===== config.mk =====
export PLATFORM = sky130hd
export DESIGN_NAME = neopixel_frame_driver
export DESIGN_NICKNAME = d
export VERILOG_FILES = /design/src/rtl/neopixel_frame_driver.sv
export SDC_FILE = /design/constraint.sdc
export NUM_CORES = 1
export LEC_CHECK = 0
export BUFFER_PORTS_ARGS = -buffer_cell sky130_fd_sc_hd__clkbuf_2
export CAP_MARGIN = 20
export CORE_MARGIN = 4
export CORE_UTILIZATION = 45
export CTS_BUF_LIST = sky130_fd_sc_hd__clkbuf_8
export DETAILED_ROUTE_END_ITERATION = 8
export MAX_ROUTING_LAYER = met4
export PLACE_DENSITY_LB_ADDON = 0.1
export SYNTH_ARGS = -nofsm -noshare
export SYNTH_HDL_FRONTEND = slang
export SYNTH_SLANG_ARGS = --single-unit

===== constraint.sdc =====
create_clock -name clock -period 25.3 [get_ports clock]
set_clock_uncertainty 0.15 [all_clocks]
set_input_delay 0 -clock clock [delete_from_list [all_inputs] [get_ports clock]]
set_output_delay 0 -clock clock [all_outputs]
set_load 0.1 [all_outputs]

===== src/rtl/neopixel_frame_driver.sv =====
// neopixel_frame_driver
//   Drives a WS2812-class single-wire strand of NUM_PIXELS pixels, each with
//   CHANNELS colour bytes (3 = GRB, 4 = GRBW). Colour data is double-buffered.
//   The host writes the back buffer at any time. A send copies it into the
//   front buffer, and the front buffer is serialised with a global brightness
//   scale applied to each byte as it is sent.
//
// Ports
//   clock          system clock
//   reset          asynchronous, active-high; aborts any frame, clears buffers
//   color_level    channel intensity to load
//   color_index    channel select: 0=R, 1=B, 2=G, 3=W
//   pixel_index    target pixel for a load
//   load_color     write color_level into back[pixel_index][color_index]
//   send_it        request transmission of the back buffer
//   brightness     global scale, captured when send_it is accepted
//   neo_data       strand serial data (registered)
//   ready_to_load  back buffer writable (always 1)
//   ready_to_send  high only in IDLE
//   busy           frame bits or latch gap in progress
//   fsm_state      current state (IDLE=0, HIGH=1, LOW=2, LATCH=3) for debug
//
// Handshake: load_color is a one-cycle write strobe. ready_to_load is always
// high, so every strobe with a legal pixel and channel is taken at that edge.
// send_it is a request qualified by ready_to_send. It is accepted only on an
// edge where ready_to_send=1 (IDLE). A request raised while busy is dropped,
// not queued. If send_it stays high, a new frame starts on the first IDLE
// cycle.
module neopixel_frame_driver #(
  parameter int NUM_PIXELS   = 8,
  parameter int CHANNELS     = 3,
  parameter int T0H          = 18,
  parameter int T0L          = 40,
  parameter int T1H          = 35,
  parameter int T1L          = 30,
  parameter int RESET_CYCLES = 2500,
  parameter int IDX_W        = (NUM_PIXELS > 1) ? $clog2(NUM_PIXELS) : 1
) (
  input  logic             clock,
  input  logic             reset,
  input  logic [7:0]       color_level,
  input  logic [1:0]       color_index,
  input  logic [IDX_W-1:0] pixel_index,
  input  logic             load_color,
  input  logic             send_it,
  input  logic [7:0]       brightness,
  output logic             neo_data,
  output logic             ready_to_load,
  output logic             ready_to_send,
  output logic             busy,
  output logic [1:0]       fsm_state
);

  localparam int TOTAL_BITS = NUM_PIXELS * CHANNELS * 8;
  localparam int MAX_H      = (T0H > T1H) ? T0H : T1H;
  localparam int MAX_L      = (T0L > T1L) ? T0L : T1L;
  localparam int MAX_HL     = (MAX_H > MAX_L) ? MAX_H : MAX_L;
  localparam int MAX_T      = (MAX_HL > RESET_CYCLES) ? MAX_HL : RESET_CYCLES;
  localparam int CYC_W      = $clog2(MAX_T + 1);
  localparam int BIT_W      = $clog2(TOTAL_BITS + 1);

  localparam logic [CYC_W-1:0] T0H_LAST   = CYC_W'(T0H - 1);
  localparam logic [CYC_W-1:0] T0L_LAST   = CYC_W'(T0L - 1);
  localparam logic [CYC_W-1:0] T1H_LAST   = CYC_W'(T1H - 1);
  localparam logic [CYC_W-1:0] T1L_LAST   = CYC_W'(T1L - 1);
  localparam logic [CYC_W-1:0] LATCH_LAST = CYC_W'(RESET_CYCLES - 1);
  localparam logic [BIT_W-1:0] LAST_BIT   = BIT_W'(TOTAL_BITS - 1);
  localparam logic [1:0]       LAST_SLOT  = 2'(CHANNELS - 1);

  typedef enum logic [1:0] {IDLE = 2'd0, HIGH = 2'd1, LOW = 2'd2, LATCH = 2'd3} state_t;

  state_t           state;
  logic [CYC_W-1:0] cyc_cnt;
  logic [BIT_W-1:0] bit_cnt;
  logic [IDX_W-1:0] pix_cnt;   // pixel being sent
  logic [1:0]       slot_cnt;  // wire slot within pixel: 0=G 1=R 2=B 3=W
  logic [2:0]       bpos;      // bit within byte, 0 = MSB
  logic [7:0]       brightness_q;

  logic [7:0] back_buf  [NUM_PIXELS][4];
  logic [7:0] front_buf [NUM_PIXELS][4];
  logic [7:0] back_next [NUM_PIXELS][4];

  logic             write_ok;
  logic [1:0]       cur_chan;
  logic [7:0]       cur_level;
  logic [15:0]      product;
  logic [7:0]       scaled;
  logic             cur_bit;
  logic [CYC_W-1:0] high_last;
  logic [CYC_W-1:0] low_last;
  logic             last_bit;

  // W writes are dropped on a 3-channel strand so the unused slot stays zero.
  assign write_ok = load_color && (32'(pixel_index) < NUM_PIXELS) &&
                    !((color_index == 2'd3) && (CHANNELS == 3));

  // The back buffer including this cycle's write. A send accepted on the
  // same edge copies this merged view, so a simultaneous load is not lost.
  always_comb begin
    back_next = back_buf;
    if (write_ok) back_next[pixel_index][color_index] = color_level;
  end

  // Wire order G,R,B,W maps onto the storage indices 2,0,1,3.
  always_comb begin
    case (slot_cnt)
      2'd0:    cur_chan = 2'd2;
      2'd1:    cur_chan = 2'd0;
      2'd2:    cur_chan = 2'd1;
      default: cur_chan = 2'd3;
    endcase
  end

  assign cur_level = front_buf[pix_cnt][cur_chan];
  assign product   = {8'd0, cur_level} * ({8'd0, brightness_q} + 16'd1);
  assign scaled    = 8'(product >> 8);
  assign cur_bit   = scaled[3'd7 - bpos];
  assign high_last = cur_bit ? T1H_LAST : T0H_LAST;
  assign low_last  = cur_bit ? T1L_LAST : T0L_LAST;
  assign last_bit  = (bit_cnt == LAST_BIT);

  assign ready_to_load = 1'b1;
  assign ready_to_send = (state == IDLE);
  assign busy          = (state != IDLE);
  assign fsm_state     = state;

  // neo_data is written on the edge that ends each state cycle. The wire
  // therefore trails the state by one cycle. A send accepted at edge k goes
  // high after edge k+1.
  always_ff @(posedge clock or posedge reset) begin
    if (reset) begin
      state        <= IDLE;
      neo_data     <= 1'b0;
      cyc_cnt      <= '0;
      bit_cnt      <= '0;
      pix_cnt      <= '0;
      slot_cnt     <= '0;
      bpos         <= '0;
      brightness_q <= '0;
      for (int p = 0; p < NUM_PIXELS; p++) begin
        for (int c = 0; c < 4; c++) begin
          back_buf[p][c]  <= '0;
          front_buf[p][c] <= '0;
        end
      end
    end else begin
      back_buf <= back_next;
      case (state)
        IDLE: begin
          neo_data <= 1'b0;
          if (send_it) begin
            front_buf    <= back_next;
            brightness_q <= brightness;
            bit_cnt      <= '0;
            pix_cnt      <= '0;
            slot_cnt     <= '0;
            bpos         <= '0;
            cyc_cnt      <= '0;
            state        <= HIGH;
          end
        end
        HIGH: begin
          neo_data <= 1'b1;
          if (cyc_cnt == high_last) begin
            cyc_cnt <= '0;
            state   <= LOW;
          end else begin
            cyc_cnt <= cyc_cnt + CYC_W'(1);
          end
        end
        LOW: begin
          neo_data <= 1'b0;
          if (cyc_cnt == low_last) begin
            cyc_cnt <= '0;
            bit_cnt <= bit_cnt + BIT_W'(1);
            if (last_bit) begin
              state <= LATCH;
            end else begin
              state <= HIGH;
              if (bpos == 3'd7) begin
                bpos <= '0;
                if (slot_cnt == LAST_SLOT) begin
                  slot_cnt <= '0;
                  pix_cnt  <= pix_cnt + IDX_W'(1);
                end else begin
                  slot_cnt <= slot_cnt + 2'd1;
                end
              end else begin
                bpos <= bpos + 3'd1;
              end
            end
          end else begin
            cyc_cnt <= cyc_cnt + CYC_W'(1);
          end
        end
        LATCH: begin
          neo_data <= 1'b0;
          if (cyc_cnt == LATCH_LAST) begin
            cyc_cnt <= '0;
            state   <= IDLE;
          end else begin
            cyc_cnt <= cyc_cnt + CYC_W'(1);
          end
        end
        default: begin
          neo_data <= 1'b0;
          state    <= IDLE;
        end
      endcase
    end
  end

endmodule

**Yosys cells after proc, flatten, opt, wreduce, memory -nomap -nowiden**

Cells that the tools add are included.
W data, S select, Z words.

- Flip-flop bits (word level): 551
- Input bits: 25
- Word-level logic and storage cells: 172

- Add/sub/neg operators: 7
- Multiply operators: 1
- Magnitude comparators: 7
- Equality and inequality tests: 18
- Muxes and demuxes: 48
- Bitwise logic cells: 4
- Reductions and logical operators: 15

Operator list:

| operator | number |
|---|---|
| $bwmux W256 | 1 |
| $mux W256 | 1 |
| $bmux W32 S3 | 1 |
| $demux W32 S3 | 1 |
| $mux W32 | 3 |
| $mux W12 | 4 |
| $pmux W12 S4 | 1 |
| $mux W8 | 5 |
| $eq A12 B6 Y1 | 2 |
| $mux W3 | 8 |
| $mux W2 | 10 |
| $bmux W8 S2 | 1 |
| $demux W8 S2 | 1 |
| $mul A8 B9 Y16 | 1 |
| $pmux W8 S2 | 1 |
| $ne A2 B2 Y1 const B | 7 |
| $add A12 B1 Y12 const B | 1 |
| $eq A12 B12 Y1 const B | 1 |
| $mux W6 | 2 |
| $pmux W3 S2 | 2 |
| $add A8 B1 Y9 const B | 1 |
| $add A8 B1 Y8 const B | 1 |
| $eq A2 B2 Y1 const B | 4 |
| $eq A8 B8 Y1 const B | 1 |
| other kinds (28) | 39 |

**Depth between registers and ports, before layout**

Gate-level depths: netlist of the first run.

- Word-level depth: 14
- Mapped depth: 32

**Worst setup path before layout of the first run**

Ideal clock, no wire load.

- Kind: register -> register
- Start: register pix_cnt[1]
- End: register bpos[0]
- Library setup time: 0.125 ns
- Data arrival time: 8.242 ns
- Data required time: 25.025 ns
- Setup slack: 16.784 ns
- Cell stages (with the launch flop): 30
- Path buffers: 6
- Period minus slack after synthesis: 8.516 ns
- Path through: dfrtp_1 buf_4 buf_4 buf_2 buf_1 clkbuf_1 mux4_2 mux4_2 mux2i_1 nor2_1 fa_1 fa_1 fa_1 inv_1 fa_1 inv_1 ha_1 clkbuf_1 a21o_1 a21o_1 a21o_1 a21o_1 a21oi_1 mux2_2 a311oi_1 o211a_1 a211o_1 mux2i_1 o21ai_0 mux2_2

- Longest elaborated chain between the ends: 14

Ends and longest elaborated chain:

| element | RTL line | RTL |
|---|---|---|
| start, declared | 75 | `logic [IDX_W-1:0] pix_cnt;` |
| start signal, assigned | 185 | `pix_cnt <= pix_cnt + IDX_W'(1);` |
| $not A3 Y4 (implied by the code) | 115 | `assign cur_level = front_buf[pix_cnt][cur_chan];` |
| $bmux W32 S3 | 115 |  |
| $mux W32 (implied by the code) (2 in a row) | 115 |  |
| $bmux W8 S2 | 115 |  |
| $mux W8 (implied by the code) (2 in a row) | 115 |  |
| $mul A8 B9 Y16 | 116 | `assign product = {8'd0, cur_level} * ({8'd0, brightness_q} + 16'd1);` |
| $bmux W1 S3 | 118 | `assign cur_bit = scaled[3'd7 - bpos];` |
| $mux W1 (implied by the code) | 118 |  |
| $mux W6 | 120 | `assign low_last = cur_bit ? T1L_LAST : T0L_LAST;` |
| $eq A12 B6 Y1 | 174 | `if (cyc_cnt == low_last) begin` |
| $ne A2 B2 Y1 (no line) | n/a |  |
| $reduce_and A4 Y1 (no line) | n/a |  |
| end signal, assigned | 190 | `bpos <= bpos + 3'd1;` |
| end, declared | 77 | `logic [2:0] bpos;` |

Every way passes these cells. The select of a mux whose other input is x is not followed.
A chain may end at the register's enable or synchronous reset.

**Worst setup path after layout of the first run**

- Start: register pix_cnt[0]
- End: register bpos[0]

Same word-level chain as after synthesis.

==> impl_metrics.json, run 1 <==
{
  "dp_cells": 3018,
  "multiInputGateArea_sq_um": 10600,
  "yosys.cell_types.count": 67,
  "clk_pin_slew_worst_paths_ps": 60,
  "ys_seq_area_frac": 0.543,
  "synth_warnings": 0,
  "crit_arrival_ps": 9950,
  "powerDensity_nw_per_um2": 88.1,
  "antenna_found_initial": 1,
  "cts_sinks": 551,
  "cap_violations": 0,
  "synth.top_cell.area_share": 0.543,
  "status": "finished clean",
  "tightest_slew_ps": 1080,
  "cts_made_buffers": 93,
  "r2r-start": "pix_cnt[0]",
  "grt_max_degree": 172,
  "nFillCells": 4986,
  "grt_pass1_wl_microns": 97200,
  "hold_path.startpoint": "back_buf[195]",
  "clockBufferDepth": 3,
  "r2r_cells": 24,
  "port_buffers": 29,
  "gp_congestion": 0.851,
  "vias": 16600,
  "setup_slack_ps": 15730,
  "grt-ovfl-total": 0,
  "synth-seq-cells": 551,
  "synthCells": 2401,
  "rows": 86,
  "synth_top_cells_by_area": "dfrtp_1 (54%), nand2_1 (13%), mux2_2 (8.8%)",
  "grt_use_total": 0.210,
  "initial_core_util": 0.458,
  "htreeDepth": 3,
  "fmax_ghz": 0.104,
  "slew-limit-headroom": 0.260,
  "drt_pass1_iterations": 5,
  "dpl.hpwl_microns": 36800,
  "ctsResizeCount": 0,
  "ios": 31,
  "drive_gt1_frac": 0.189,
  "synth_area_sq_um": 25400,
  "ir_drop_uv": 61.0,
  "hp-class": "register to register",
  "synthArstFlopShare": 1.00,
  "fp.dieArea_sq_um": 60300,
  "period_needed_ps": 9570,
  "p_leak_nw": 14.3,
  "hold_end": "back_buf[195]",
  "seqCellArea_sq_um": 13800,
  "crit_type": "register to register",
  "grt_pass1_vias": 17400,
  "wirelength_microns": 59900,
  "synth_top_cell_by_area": "dfrtp_1",
  "crit_path_start_kind": "register",
  "reg2reg_slack_ps": 15730,
  "via_per_inst": 5.16,
  "synthFlopType": "dfrtp_1",
  "die_w_microns": 245,
  "drc": 0,
  "setup_viol": 0,
  "r2r-end": "bpos[0]",
  "core_sq_um": 55400,
  "ant_nets": 0,
  "finalCritPeriodShare": 0.378,
  "area_growth_pct": 11.5,
  "hold_viol": 0,
  "maxSlewViolCount": 0,
  "rsz0062_at_grt": "no",
  "instances_no_fill": 3226,
  "post_drt_wl_per_cell_microns": 18.6,
  "syn_nets": 2508,
  "holdPathStages": 0,
  "nets": 2513,
  "syn_area_per_cell_sq_um": 10.6,
  "dp_slack_ps": 15780,
  "crit_required_ps": 25680,
  "drtIter0Drc": 1007,
  "clkLatencyLatePin_ps": 670,
  "synth_edf_count": 0,
  "setup-tns-final_ps": 0,
  "die_height_microns": 245,
  "root_buffer": "clkbuf_8",
  "end_kind": "register",
  "cts_tree": "yes",
  "worstPathMaxFanout": 50
}
==> sequential cells by signal, indices dropped and copies added, names as in the netlist, 2 cells and up <==
name,count
back_buf,256
front_buf,256
cyc_cnt,12
bit_cnt,8
brightness_q,8
bpos,3
pix_cnt,3
fsm_state,2
slot_cnt,2
==> how the worst max path moves through the flow <==
stage	startpoint	endpoint	slack (ps)	cells after the start
floorplan	reset	back_buf[0]	9740	1
detailed placement	pix_cnt[0]	bpos[0]	15780	24
finish	pix_cnt[0]	bpos[0]	15730	24
global route	pix_cnt[0]	bpos[0]	15240	24
CTS	pix_cnt[0]	bpos[0]	15770	24
global placement	pix_cnt[0]	bpos[0]	16120	24
==> routing by layer <==
layer,routed length [microns],global-route usage
met1,27700,0.284
met3,2390,0.0395
met5,0,-
met4,1450,0.0561
met2,28400,0.330
==> cells in the mapped netlist (5+ instances only) <==
cell type / number
mux2i_1: 56
inv_1: 67
a21oi_1: 19
a22oi_1: 18
nand4_1: 8
o31ai_1: 7
nor2b_1: 10
nor3_1: 10
dfrtp_1: 551
nand2b_1: 13
fa_1: 40
nor3b_1: 5
or2_2: 19
xor2_1: 10
mux4_2: 50
buf_4: 7
ha_1: 42
buf_1: 7
nor2_1: 94
xnor2_1: 5
o21ai_0: 17
clkbuf_1: 160
o211ai_1: 8
nand2_1: 853
mux2_2: 198
o2bb2ai_1: 5
a21o_1: 9
and3_1: 9
or3_1: 7
nand3_1: 30
nand3b_1: 6
==> cell families (layout without fill, tap and decap cells) <==
logic type               Yosys count  count (layout)  share of synthesized area
AO/OA/AOI/OAI                    123             123                     0.0340
flip-flops                       551             551                      0.543
XOR/XNOR                          15              15                    0.00518
AND/OR/NAND/NOR                 1077            1077                      0.172
multiplexers                     304             304                      0.154
adder cells (fa/ha/maj)           82              82                     0.0523
buffers and inverters            248             324                     0.0391
other                              1               2                   0.000148
==> area by class of cell <==
cell class / count / area share
inverters: 67 / 0.00916
repair buffers: 91 / 0.0282
multi-input cells: 1602 / 0.375
clock inverters: 50 / 0.0103
well taps: 748 / 0.0331
diodes: 1 / 0.0000885
flip-flops and latches: 551 / 0.488
clock buffers: 116 / 0.0564
==> layout by cell type, fill, tap and decap left out, types with 9 or more instances in the layout <==
cell	instances
and3_1	9
nand2_1	852
nand2b_1	13
nor2_1	92
a21oi_1	19
a21o_1	9
clkbuf_8	116
buf_4	20
fa_1	40
dfrtp_1	548
ha_1	42
xor2_1	10
o21ai_0	17
nor3_1	10
mux2i_1	56
or2_2	19
a22oi_1	18
mux4_2	50
nand3_1	30
dlygate4sd3_1	36
clkbuf_2	29
inv_1	100
mux2_2	198
clkinv_2	10
nor2b_1	10
==> worst max-delay path, cell delays in order, from the launching register on <==
cell	delay, ps
dfrtp_2	340
buf_4	700
mux4_2	590
mux4_2	470
mux2i_1	850
nor2_1	170
fa_1	590
fa_1	430
fa_1	500
inv_1	50
fa_1	480
inv_1	40
ha_1	360
a21o_1	230
a21o_1	180
a21o_1	180
a21o_1	180
a21oi_1	220
mux2_2	370
a311oi_1	300
o211a_1	240
a211o_1	250
mux2i_1	790
o21ai_0	380
mux2_2	350
==> power breakdown <==
part	leakage (nW)	switching [mW]	internal (mW)	total [mW]
Clock	1.11	0.361	0.434	0.796
Sequential	7.33	0.0919	1.05	1.14
Combinational	5.85	0.334	0.224	0.558
Total	14.3	0.787	1.71	2.49
==> metrics by stage <==
stage	area, sq um	utilization	total power [mW]	hold WS [ps]
finish	28300	0.510	2.49	224
global route	28300	0.510	2.66	191
CTS	28200	0.508	2.52	203
detailed placement	25900	0.468	1.71	-49.7
global placement	25900	0.467	1.69	-59.0
floorplan	25400	-	1.56	-44.6
==> timing repair <==
item	CTS	global route
hold buffers	36	0
endpoints found under the hold margin	538	0
buffers inserted	0	0
(Power assumes the default switching activity.)
==> run 2, diff against run 1 <==
--- a/config.mk
+++ b/config.mk
@@ -5,6 +5,7 @@
 export SDC_FILE = /design/constraint.sdc
 export NUM_CORES = 1
 export LEC_CHECK = 0
+export ABC_AREA = 1
 export BUFFER_PORTS_ARGS = -buffer_cell sky130_fd_sc_hd__clkbuf_2
 export CAP_MARGIN = 20
 export CORE_MARGIN = 4
==> constraint.sdc (replaced) <==
create_clock -name clock -period 9.55 [get_ports clock]
set_clock_uncertainty 0.15 [all_clocks]
set_input_delay 0 -clock clock [delete_from_list [all_inputs] [get_ports clock]]
set_output_delay 0 -clock clock [all_outputs]
set_load 0.1 [all_outputs]
==> impl_metrics.json, run 2 <==
{
  "wirelength_microns": 67100,
  "ant_nets": 0,
  "via_per_inst": 5.15,
  "crit_arrival_ps": 8230,
  "grt_max_degree": 161,
  "ir_drop_uv": 269,
  "yosys.cell_types.count": 42,
  "ys_seq_area_frac": 0.544,
  "grt-busiest-layer": "met2",
  "final_util": 0.509,
  "fmax_ghz": 0.128,
  "drive_gt1_frac": 0.0757,
  "ios": 31,
  "drtIter0Drc": 1335,
  "cap_violations": 0,
  "hp-class": "input pin to register",
  "die_height_microns": 245,
  "crit_start": "pix_cnt[0]",
  "top_regs": "back_buf x256, front_buf x256, cyc_cnt x12",
  "final_cell_mix": "nand2_1 (1125), dfrtp_1 (549), o21ai_0 (283), inv_1 (210), nor2_1 (210)",
  "slew-limit-headroom": 0.244,
  "gp_congestion": 0.910,
  "synth_area_sq_um": 25300,
  "end_kind": "register",
  "status": "finished clean",
  "grt_pass1_wl_microns": 110000,
  "htreeDepth": 3,
  "slowest_delay_ps": 730,
  "maxSlewViolCount": 0,
  "r2r-start": "pix_cnt[0]",
  "crit_required_ps": 9970,
  "synth_top_cells_by_area": "dfrtp_1 (54%), nand2_1 (17%), o21ai_0 (5.6%)",
  "synthArstFlopShare": 1.00,
  "syn_nets": 3127,
  "synth_edf_count": 0,
  "post_drt_wl_per_cell_microns": 17.5,
  "clkLatencyLatePin_ps": 690,
  "crit_path_start_kind": "register",
  "hold_viol": 0,
  "nets": 3117,
  "die_w_microns": 245,
  "setup_viol": 0,
  "antenna_found_initial": 1,
  "period_needed_ps": 7810,
  "ctsResizeCount": 0,
  "cp_slowest_cell": "dfrtp_4",
  "nFillCells": 5318,
  "p_leak_nw": 14.5,
  "rsz0062_at_grt": "no",
  "area_growth_pct": 11.4,
  "grt-ovfl-total": 0,
  "tightest_slew_ps": 1130,
  "finalCritPeriodShare": 0.817,
  "hold_path.startpoint": "color_index[0]",
  "root_buffer": "clkbuf_8",
  "cts_made_buffers": 95,
  "synth.top_cell.area_share": 0.544,
  "synth_top_cell_by_area": "dfrtp_1",
  "clk_pin_slew_worst_paths_ps": 60,
  "grt_use_total": 0.235,
  "core_sq_um": 55400,
  "crit_type": "register to register",
  "synth_common_cells": "nand2_1 (1125), dfrtp_1 (551), o21ai_0 (283), nor2_1 (211), clkbuf_1 (188)",
  "fp.dieArea_sq_um": 60200,
  "initial_core_util": 0.457,
  "grtUsageMet2": 0.367,
  "grt_util_met1": 0.326,
  "vias": 19700,
  "setup-tns-final_ps": 0,
  "synthCells": 3020,
  "dpl.hpwl_microns": 40700,
  "powerDensity_nw_per_um2": 315,
  "setup_slack_ps": 1740,
  "synthMostInstantiatedCell": "nand2_1",
  "rows": 86,
  "synth-seq-cells": 551,
  "grt_pass1_vias": 19600,
  "synth_warnings": 0,
  "final_common_cell": "nand2_1",
  "cts_sinks": 551,
  "worstPathMaxFanout": 92,
  "seqCellArea_sq_um": 13800,
  "grt.met3_usage": 0.0391,
  "multiInputGateArea_sq_um": 9930,
  "drc": 0,
  "port_buffers": 29,
  "dp_slack_ps": 1780,
  "drt_pass1_iterations": 5,
  "cts_tree": "yes",
  "synthFlopType": "dfrtp_1",
  "syn_area_per_cell_sq_um": 8.39,
  "path_common_cell": "nand2_1",
  "clockBufferDepth": 3
}
==> run 2: cells by family after synthesis <==
kind of cell	Yosys count	synth area share
buffers and inverters	404	0.0641
adders and majority gates	82	0.0524
and+or+nand+nor	1515	0.239
xor gates and xnor gates	14	0.00484
other	1	0.000148
AOI/OAI and AO/OA	453	0.0956
DFF	551	0.544
==> run 2: per-layer routing <==
metal,wire [microns],vias to the layer above,part of all wire
met5,0,-,0
met4,1380,0,0.021
met3,3340,103,0.050
met2,30800,424,0.46
met1,31600,9648,0.47
li1,-,9527,-
==> run 2: critical path, delay by kind of cell, from the launching register on <==
family          cells  cell delay, ps
flops               1             730
fa+ha+maj           5            2270
simple gates       19            2100
compound gates      6             980
buf+inv             7            1380
==> run 2: final cells by class <==
cell class,instances,area share
Sequential cell,551,0.489
Multi-Input combinational cell,2065,0.352
Clock buffer,118,0.0575
Timing Repair Buffer,110,0.0356
Tap cell,748,0.0332
Inverter,187,0.0254
Clock inverter,48,0.00798
Antenna cell,1,0.0000886
==> run 2: path summary, 6_finish.rpt <==
path	end	slack (ps)	cells after the start
worst max-delay path	cyc_cnt[6]	1740	37
worst min-delay path	back_buf[126]	130	7
worst max register to register	cyc_cnt[6]	1740	37
worst min register to register	back_buf[65]	220	0
max in group asynchronous	front_buf[87]	6610	7
min in group asynchronous	front_buf[124]	560	5
==> run 2: stage by stage <==
step / instance area, sq um / power [mW] / cells / hold WS, ps
5_1_grt: 28200 / 9.72 / 3828 / 107
2_1_floorplan: 25300 / 5.84 / 3020 / -33.4
3_3_place_gp: 25800 / 6.76 / 3606 / 58.8
4_1_cts: 28100 / 8.97 / 3821 / 49.4
3_5_place_dp: 25800 / 6.81 / 3611 / 63.7
6_report: 28200 / 8.90 / 3828 / 132
==> run 2: power breakdown <==
part / leakage, nW / internal (mW) / switching [mW]
registers: 7.28 / 2.83 / 0.278
clock network: 1.08 / 1.11 / 0.970
logic: 6.12 / 1.23 / 2.48
total: 14.5 / 5.18 / 3.72
==> run 2: repair_timing <==
action                                  4_1_cts  5_1_grt
hold buffers                                 44        2
endpoints found under the hold margin       286       50
endpoints found under the setup margin        0        0
buffers inserted                              0        0
